===== config.mk =====
export PLATFORM = sky130hd
export DESIGN_NAME = mem_word_arbiter_flat
export DESIGN_NICKNAME = d
export VERILOG_FILES = /design/src/rtl/mem_word_arbiter_if.sv /design/src/rtl/mem_word_arbiter.sv /design/src/flat_wrapper.sv
export SDC_FILE = /design/constraint.sdc
export NUM_CORES = 1
export LEC_CHECK = 0
export BUFFER_PORTS_ARGS = -buffer_cell sky130_fd_sc_hd__clkbuf_2
export CORE_ASPECT_RATIO = 0.9
export CORE_MARGIN = 2
export CORE_UTILIZATION = 54
export CTS_CLUSTER_SIZE = 30
export DETAILED_ROUTE_END_ITERATION = 10
export PLACE_DENSITY = 0.81
export SYNTH_ARGS = -nofsm -noshare
export SYNTH_HDL_FRONTEND = slang
export SYNTH_SLANG_ARGS = --single-unit

===== constraint.sdc =====
create_clock -name clk -period 3.5 [get_ports clk]
set_input_delay 0.175 -clock clk [delete_from_list [all_inputs] [get_ports clk]]
set_output_delay 0.175 -clock clk [all_outputs]
set_load 0.02 [all_outputs]

===== src/rtl/mem_word_arbiter_if.sv =====
// Bus bundle between the two requesting ports (fetch, data), the word
// arbiter, and the byte-wide memory slave. The arbiter side uses the
// slave modport; the core/memory environment uses the master modport.
interface mem_word_arbiter_if #(
  parameter int MEM_AW = 10
);
  // Instruction-fetch port (read only)
  logic              i_req;
  logic [MEM_AW-2:0] i_addr;
  logic [15:0]       i_rdata;
  logic              i_done;

  // Data port (read/write)
  logic              d_req;
  logic              d_we;
  logic [MEM_AW-2:0] d_addr;
  logic [15:0]       d_wdata;
  logic [15:0]       d_rdata;
  logic              d_done;

  logic              busy;

  // Byte-wide memory slave
  logic [MEM_AW-1:0] mem_address;
  logic              mem_chipselect;
  logic              mem_clken;
  logic              mem_write;
  logic [7:0]        mem_writedata;
  logic [7:0]        mem_readdata;

  modport slave (
    input  i_req, i_addr, d_req, d_we, d_addr, d_wdata, mem_readdata,
    output i_rdata, i_done, d_rdata, d_done, busy,
           mem_address, mem_chipselect, mem_clken, mem_write, mem_writedata
  );

  modport master (
    output i_req, i_addr, d_req, d_we, d_addr, d_wdata, mem_readdata,
    input  i_rdata, i_done, d_rdata, d_done, busy,
           mem_address, mem_chipselect, mem_clken, mem_write, mem_writedata
  );
endinterface


===== src/rtl/mem_word_arbiter.sv =====
// Two-port word arbiter / sequencer in front of an 8-bit memory.
// Each 16-bit word request becomes two big-endian byte accesses
// (high byte at {W,0}, low byte at {W,1}). Ties between the fetch and
// data ports are broken round-robin; data wins the first tie after reset.
module mem_word_arbiter #(
  parameter int MEM_AW = 10
) (
  input  logic              clk,
  input  logic              reset,
  mem_word_arbiter_if.slave bus
);

  localparam int WAW = MEM_AW - 1;

  typedef enum logic [2:0] {
    IDLE,
    RD_HI,
    RD_LO,
    RD_CAP,
    WR_HI,
    WR_LO,
    DONE
  } state_e;

  typedef enum logic {
    PORT_I = 1'b0,
    PORT_D = 1'b1
  } port_e;

  state_e          state_q;
  port_e           grant_q;
  port_e           rr_last_q;
  logic [WAW-1:0]  addr_q;
  logic [7:0]      wdata_lo_q;
  logic [7:0]      hi_q;
  logic [15:0]     i_rdata_q;
  logic [15:0]     d_rdata_q;
  logic            i_done_q;
  logic            d_done_q;
  logic            busy_q;
  logic [MEM_AW-1:0] mem_address_q;
  logic [7:0]      mem_writedata_q;
  logic            mem_cs_q;
  logic            mem_write_q;

  logic            grant_valid_d;
  port_e           grant_d;
  logic [WAW-1:0]  addr_d;
  logic            we_d;

  // Pick the port to serve from the live requests; only consumed in IDLE.
  // NOTE: every signal written here gets a default first, so no path
  // through the block leaves a value unassigned and no latch is inferred.
  always_comb begin
    grant_valid_d = bus.i_req | bus.d_req;
    grant_d       = PORT_D;
    if (bus.i_req && bus.d_req) begin
      grant_d = (rr_last_q == PORT_D) ? PORT_I : PORT_D;
    end else if (bus.i_req) begin
      grant_d = PORT_I;
    end
    addr_d = (grant_d == PORT_D) ? bus.d_addr : bus.i_addr;
    we_d   = (grant_d == PORT_D) & bus.d_we;
  end

  // Sequencer FSM; every output is produced by a register updated here.
  // NOTE: all state updates use non-blocking assignments so every register
  // samples the pre-edge values, independent of statement order.
  always_ff @(posedge clk) begin
    if (reset) begin
      state_q         <= IDLE;
      grant_q         <= PORT_I;
      rr_last_q       <= PORT_I;
      addr_q          <= '0;
      wdata_lo_q      <= '0;
      hi_q            <= '0;
      i_rdata_q       <= '0;
      d_rdata_q       <= '0;
      i_done_q        <= 1'b0;
      d_done_q        <= 1'b0;
      busy_q          <= 1'b0;
      mem_address_q   <= '0;
      mem_writedata_q <= '0;
      mem_cs_q        <= 1'b0;
      mem_write_q     <= 1'b0;
    end else begin
      // Memory strobes and done pulses default to idle each cycle.
      i_done_q        <= 1'b0;
      d_done_q        <= 1'b0;
      mem_address_q   <= '0;
      mem_writedata_q <= '0;
      mem_cs_q        <= 1'b0;
      mem_write_q     <= 1'b0;

      unique case (state_q)
        IDLE: begin
          if (grant_valid_d) begin
            grant_q       <= grant_d;
            addr_q        <= addr_d;
            wdata_lo_q    <= bus.d_wdata[7:0];
            busy_q        <= 1'b1;
            // Outputs for the first byte access are set up on the way out.
            mem_address_q <= {addr_d, 1'b0};
            mem_cs_q      <= 1'b1;
            if (we_d) begin
              state_q         <= WR_HI;
              mem_write_q     <= 1'b1;
              mem_writedata_q <= bus.d_wdata[15:8];
            end else begin
              state_q <= RD_HI;
            end
          end
        end

        RD_HI: begin
          state_q       <= RD_LO;
          mem_address_q <= {addr_q, 1'b1};
          mem_cs_q      <= 1'b1;
        end

        RD_LO: begin
          // High byte arrives one cycle after its address was presented.
          state_q <= RD_CAP;
          hi_q    <= bus.mem_readdata;
        end

        RD_CAP: begin
          state_q <= DONE;
          if (grant_q == PORT_D) begin
            d_rdata_q <= {hi_q, bus.mem_readdata};
            d_done_q  <= 1'b1;
          end else begin
            i_rdata_q <= {hi_q, bus.mem_readdata};
            i_done_q  <= 1'b1;
          end
        end

        WR_HI: begin
          state_q         <= WR_LO;
          mem_address_q   <= {addr_q, 1'b1};
          mem_writedata_q <= wdata_lo_q;
          mem_cs_q        <= 1'b1;
          mem_write_q     <= 1'b1;
        end

        WR_LO: begin
          // Only the data port can write.
          state_q  <= DONE;
          d_done_q <= 1'b1;
        end

        DONE: begin
          state_q   <= IDLE;
          busy_q    <= 1'b0;
          rr_last_q <= grant_q;
        end

        default: state_q <= IDLE;
      endcase
    end
  end

  assign bus.i_rdata       = i_rdata_q;
  assign bus.d_rdata       = d_rdata_q;
  assign bus.i_done        = i_done_q;
  assign bus.d_done        = d_done_q;
  assign bus.busy          = busy_q;
  assign bus.mem_address   = mem_address_q;
  assign bus.mem_writedata = mem_writedata_q;
  // Strobes are suppressed while reset is high so a reset landing in
  // WR_LO aborts the low-byte write instead of letting it complete.
  assign bus.mem_chipselect = mem_cs_q & ~reset;
  assign bus.mem_clken      = mem_cs_q & ~reset;
  assign bus.mem_write      = mem_write_q & ~reset;

endmodule


===== src/flat_wrapper.sv =====
// flat-port wrapper written by rule: the top's interface ports become plain ports
module mem_word_arbiter_flat 
#(
  parameter int MEM_AW = 10
)
  (clk, reset, bus_i_req, bus_i_addr, bus_d_req, bus_d_we, bus_d_addr, bus_d_wdata, bus_mem_readdata, bus_i_rdata, bus_i_done, bus_d_rdata, bus_d_done, bus_busy, bus_mem_address, bus_mem_chipselect, bus_mem_clken, bus_mem_write, bus_mem_writedata);
  mem_word_arbiter_if #(.MEM_AW(MEM_AW)) bus_i ();
  input  logic clk;
  input  logic reset;
  input wire logic [$bits(bus_i.i_req)-1:0] bus_i_req;
  input wire logic [$bits(bus_i.i_addr)-1:0] bus_i_addr;
  input wire logic [$bits(bus_i.d_req)-1:0] bus_d_req;
  input wire logic [$bits(bus_i.d_we)-1:0] bus_d_we;
  input wire logic [$bits(bus_i.d_addr)-1:0] bus_d_addr;
  input wire logic [$bits(bus_i.d_wdata)-1:0] bus_d_wdata;
  input wire logic [$bits(bus_i.mem_readdata)-1:0] bus_mem_readdata;
  output wire logic [$bits(bus_i.i_rdata)-1:0] bus_i_rdata;
  output wire logic [$bits(bus_i.i_done)-1:0] bus_i_done;
  output wire logic [$bits(bus_i.d_rdata)-1:0] bus_d_rdata;
  output wire logic [$bits(bus_i.d_done)-1:0] bus_d_done;
  output wire logic [$bits(bus_i.busy)-1:0] bus_busy;
  output wire logic [$bits(bus_i.mem_address)-1:0] bus_mem_address;
  output wire logic [$bits(bus_i.mem_chipselect)-1:0] bus_mem_chipselect;
  output wire logic [$bits(bus_i.mem_clken)-1:0] bus_mem_clken;
  output wire logic [$bits(bus_i.mem_write)-1:0] bus_mem_write;
  output wire logic [$bits(bus_i.mem_writedata)-1:0] bus_mem_writedata;
  assign bus_i.i_req = bus_i_req;
  assign bus_i.i_addr = bus_i_addr;
  assign bus_i.d_req = bus_d_req;
  assign bus_i.d_we = bus_d_we;
  assign bus_i.d_addr = bus_d_addr;
  assign bus_i.d_wdata = bus_d_wdata;
  assign bus_i.mem_readdata = bus_mem_readdata;
  assign bus_i_rdata = bus_i.i_rdata;
  assign bus_i_done = bus_i.i_done;
  assign bus_d_rdata = bus_i.d_rdata;
  assign bus_d_done = bus_i.d_done;
  assign bus_busy = bus_i.busy;
  assign bus_mem_address = bus_i.mem_address;
  assign bus_mem_chipselect = bus_i.mem_chipselect;
  assign bus_mem_clken = bus_i.mem_clken;
  assign bus_mem_write = bus_i.mem_write;
  assign bus_mem_writedata = bus_i.mem_writedata;
  mem_word_arbiter #(.MEM_AW(MEM_AW)) u_core (.clk(clk), .reset(reset), .bus(bus_i));
endmodule

==> summary.md <==
| Metric | Value |
|---|---|
| Count of input and output buffers | `102` |
| Row count | `26` |
| Peak supply drop | `317 µV` |
| Core Region | `5660 µm²` |
| Placed instance count | `507` |
| DRT Pass-1 Iters | `4` |
| Most frequent cells in the layout | `102 x clkbuf_2, 85 x dfxtp_1, 84 x nand2_1` |
| Hold Crit Depth | `3` |
| Initial Util | `55.6%` |
| Most common library cell in the layout ignoring fill and taps | `clkbuf_2` |
| CTS Buf Count | `9` |
| Slew HR | `31.9%` |
| # setup viols final | `0` |
| Vias in the first global route | `2617` |
| R2r startpoint | `u_core.state_q[2]` |
| Yosys cell types | `30` |
| IO Count | `103` |
| Hold path start | `bus_d_wdata[2]` |
| Fmax | `463 MHz` |
| Final wirelength | `7.30 mm` |
| Mean area per synthesized cell | `8.77 µm²` |
| Iteration-0 DRC Markers | `214` |
| Final Wtd Congestion | `0.844` |
| Fin cells | `523` |
| Clock-pin slew on the worst setup and hold paths | `80 ps` |
| Tot Pwr | `2.13 mW` |
| Global-route wire length before repair | `11.9 mm` |
| Worst-Margin Slew | `1020 ps` |
| Hold_buf cts | `0` |
| Reg2reg end | `u_core.addr_q[6]` |
| Synth-to-Final Area Change | `21.5%` |
| Initial antenna violation count | `0` |
| CP max FO | `19` |
| Post-DR wirelength/cell | `14.0 µm` |
| Crit path launch type | `register` |
| RSZ-0062 raised after global routing | `no` |
| DP Wirelength | `5.13 mm` |
| R2r worst-path depth | `6` |
| Core Util, Final | `67.6%` |
| R2R setup slack | `1340 ps` |
| Post-Syn Area | `3150 µm²` |
| Layout Nets | `495` |
| Hold Fails Final Rpt | `0` |
| CTS tree | `yes` |
| Die Area | `6460 µm²` |
| Worst setup margin | `1340 ps` |
| Via Count | `2725` |
| Power per Cell Area | `556 nW/µm²` |
| Largest net degree at the start of global routing | `68` |
| Post-cts resize count | `0` |
| Die Height | `76.4 µm` |
| Post-synthesis sequential area ratio | `54.1%` |
| Synth Register Bits | `85` |
| Critical Path Sink Type | `register` |
| Tcrit/Tclk final | `61.7%` |
| Setup TNS | `0 ps` |
| Worst endpoint required time | `3750 ps` |
| TritonCTS Sinks | `85` |
| Post-place setup slack | `1420 ps` |
| CP arrival | `2410 ps` |
| Post CTS Setup Buffer Count | `0` |
| Setup CP Type | `register to register` |
| Outcome | `finished clean` |
| Die X | `84.5 µm` |
| Hold endpoint | `u_core.wdata_lo_q[2]` |
| Synthesized instance count | `359` |
| Period minus WS final | `2160 ps` |
| Share of layout cells above drive strength 1 | `27.2%` |
| # DRC | `0` |
| Leak Pwr | `1.64 nW` |
| Vias/cell | `5.21` |
| WHS | `44.9 ps` |
| Grt ovf | `0` |
| Worst min path class | `input port to register` |
| Fin. max-slew vios | `0` |
| Fin area | `3830 µm²` |
| Max-cap viol count | `0` |
| Antenna diodes | `0` |
| Net Count, Synth | `406` |
| Max clock buf depth | `2` |
| Clock Skews | `10.4 ps` |
| Total GRT Usage | `22.5%` |
| Skew-Pair Late Insertion Delay | `340 ps` |
| Cell Area, Placed | `3630 µm²` |
| Root Buffer Master | `clkbuf_8` |
| Antenna Nets Post-Route | `0` |
| YS warnings | `0` |
| H-Tree Level Count | `3` |
worst max path at each step:
stage / from / endpoint / cells after the start
floorplan: u_core.state_q[1] / u_core.bus.mem_address[1] / 6
global placement: u_core.state_q[2] / u_core.addr_q[6] / 6
detailed placement: u_core.state_q[2] / u_core.addr_q[6] / 6
CTS: u_core.state_q[2] / u_core.addr_q[6] / 6
global route: u_core.state_q[2] / u_core.addr_q[6] / 6
finish: u_core.state_q[2] / u_core.addr_q[6] / 6
state kept, by name (all words and copies together) (netlist names), 3 cells and up:
signal and count:
u_core.bus.d_rdata 16, u_core.bus.i_rdata 16, u_core.bus.mem_address 10, u_core.addr_q 9, u_core.bus.mem_writedata 8, u_core.hi_q 8, u_core.wdata_lo_q 8, u_core.state_q 3
cell families (layout without fill, tap and decap cells):
family | count (synthesis) | after routing | synth area share, %
buffers and inverters | 29 | 123 | 4.65
DFF | 85 | 85 | 54.1
muxes | 18 | 18 | 5.72
and+or+nand+nor | 139 | 139 | 18.4
AOI/OAI and AO/OA | 87 | 87 | 16.9
xor gates and xnor gates | 1 | 1 | 0.278
power by group:
group / total (mW) / switching (mW) / internal (mW)
registers: 1.11 / 0.0590 / 1.05
clock network: 0.677 / 0.330 / 0.348
logic: 0.346 / 0.214 / 0.131
per-layer routing:
metal  global-route usage, %  vias to the layer above  share of wire, %  wire length, µm
met4                    7.46                        0               1.1               79
li1                        -                     1394                 -                -
met1                    30.9                     1246                48             3500
met3                    4.66                       10               5.0              368
met2                    35.6                       75                46             3360
met5                       0                        -                 0                0
synth_stat cells:
cell	number	area, µm²
dfxtp_1	85	1700
nand2_1	84	315
a21oi_1	44	220
nor2_1	35	131
mux2i_1	18	180
clkbuf_1	12	45.0
a211oi_1	10	75.1
buf_2	9	45.0
o22ai_1	9	56.3
o2bb2ai_1	9	78.8
a22oi_1	8	60.1
nor2b_1	6	37.5
buf_6	3	33.8
nand2b_1	3	18.8
nand3_1	3	15.0
o21ai_0	3	15.0
a31oi_1	2	12.5
buf_1	2	7.51
inv_1	2	7.51
or3_1	2	12.5
a21bo_2	1	10.0
and3_1	1	6.26
buf_4	1	7.51
nand3b_1	1	7.51
nor3_1	1	5.00
nor3b_2	1	12.5
nor4bb_1	1	10.0
o21ai_1	1	5.00
or2_2	1	6.26
xor2_1	1	8.76
critical path, cell delays in order, from the launching register on:
cell	delay, ps
dfxtp_1	510
nor3_1	230
buf_4	220
nor2b_1	540
buf_4	280
nor2_1	60
a211oi_1	230
final cells by class:
type / count / area, µm²
inverter: 2 / 7.51
sequential: 85 / 1700
tap: 70 / 87.6
multi-input combinational: 245 / 1300
clock inverter: 4 / 47.5
timing repair buffer: 105 / 533
fill: 507 / 1830
clock buffer: 12 / 145
Note: power is estimated with default switching activity, not from simulation.
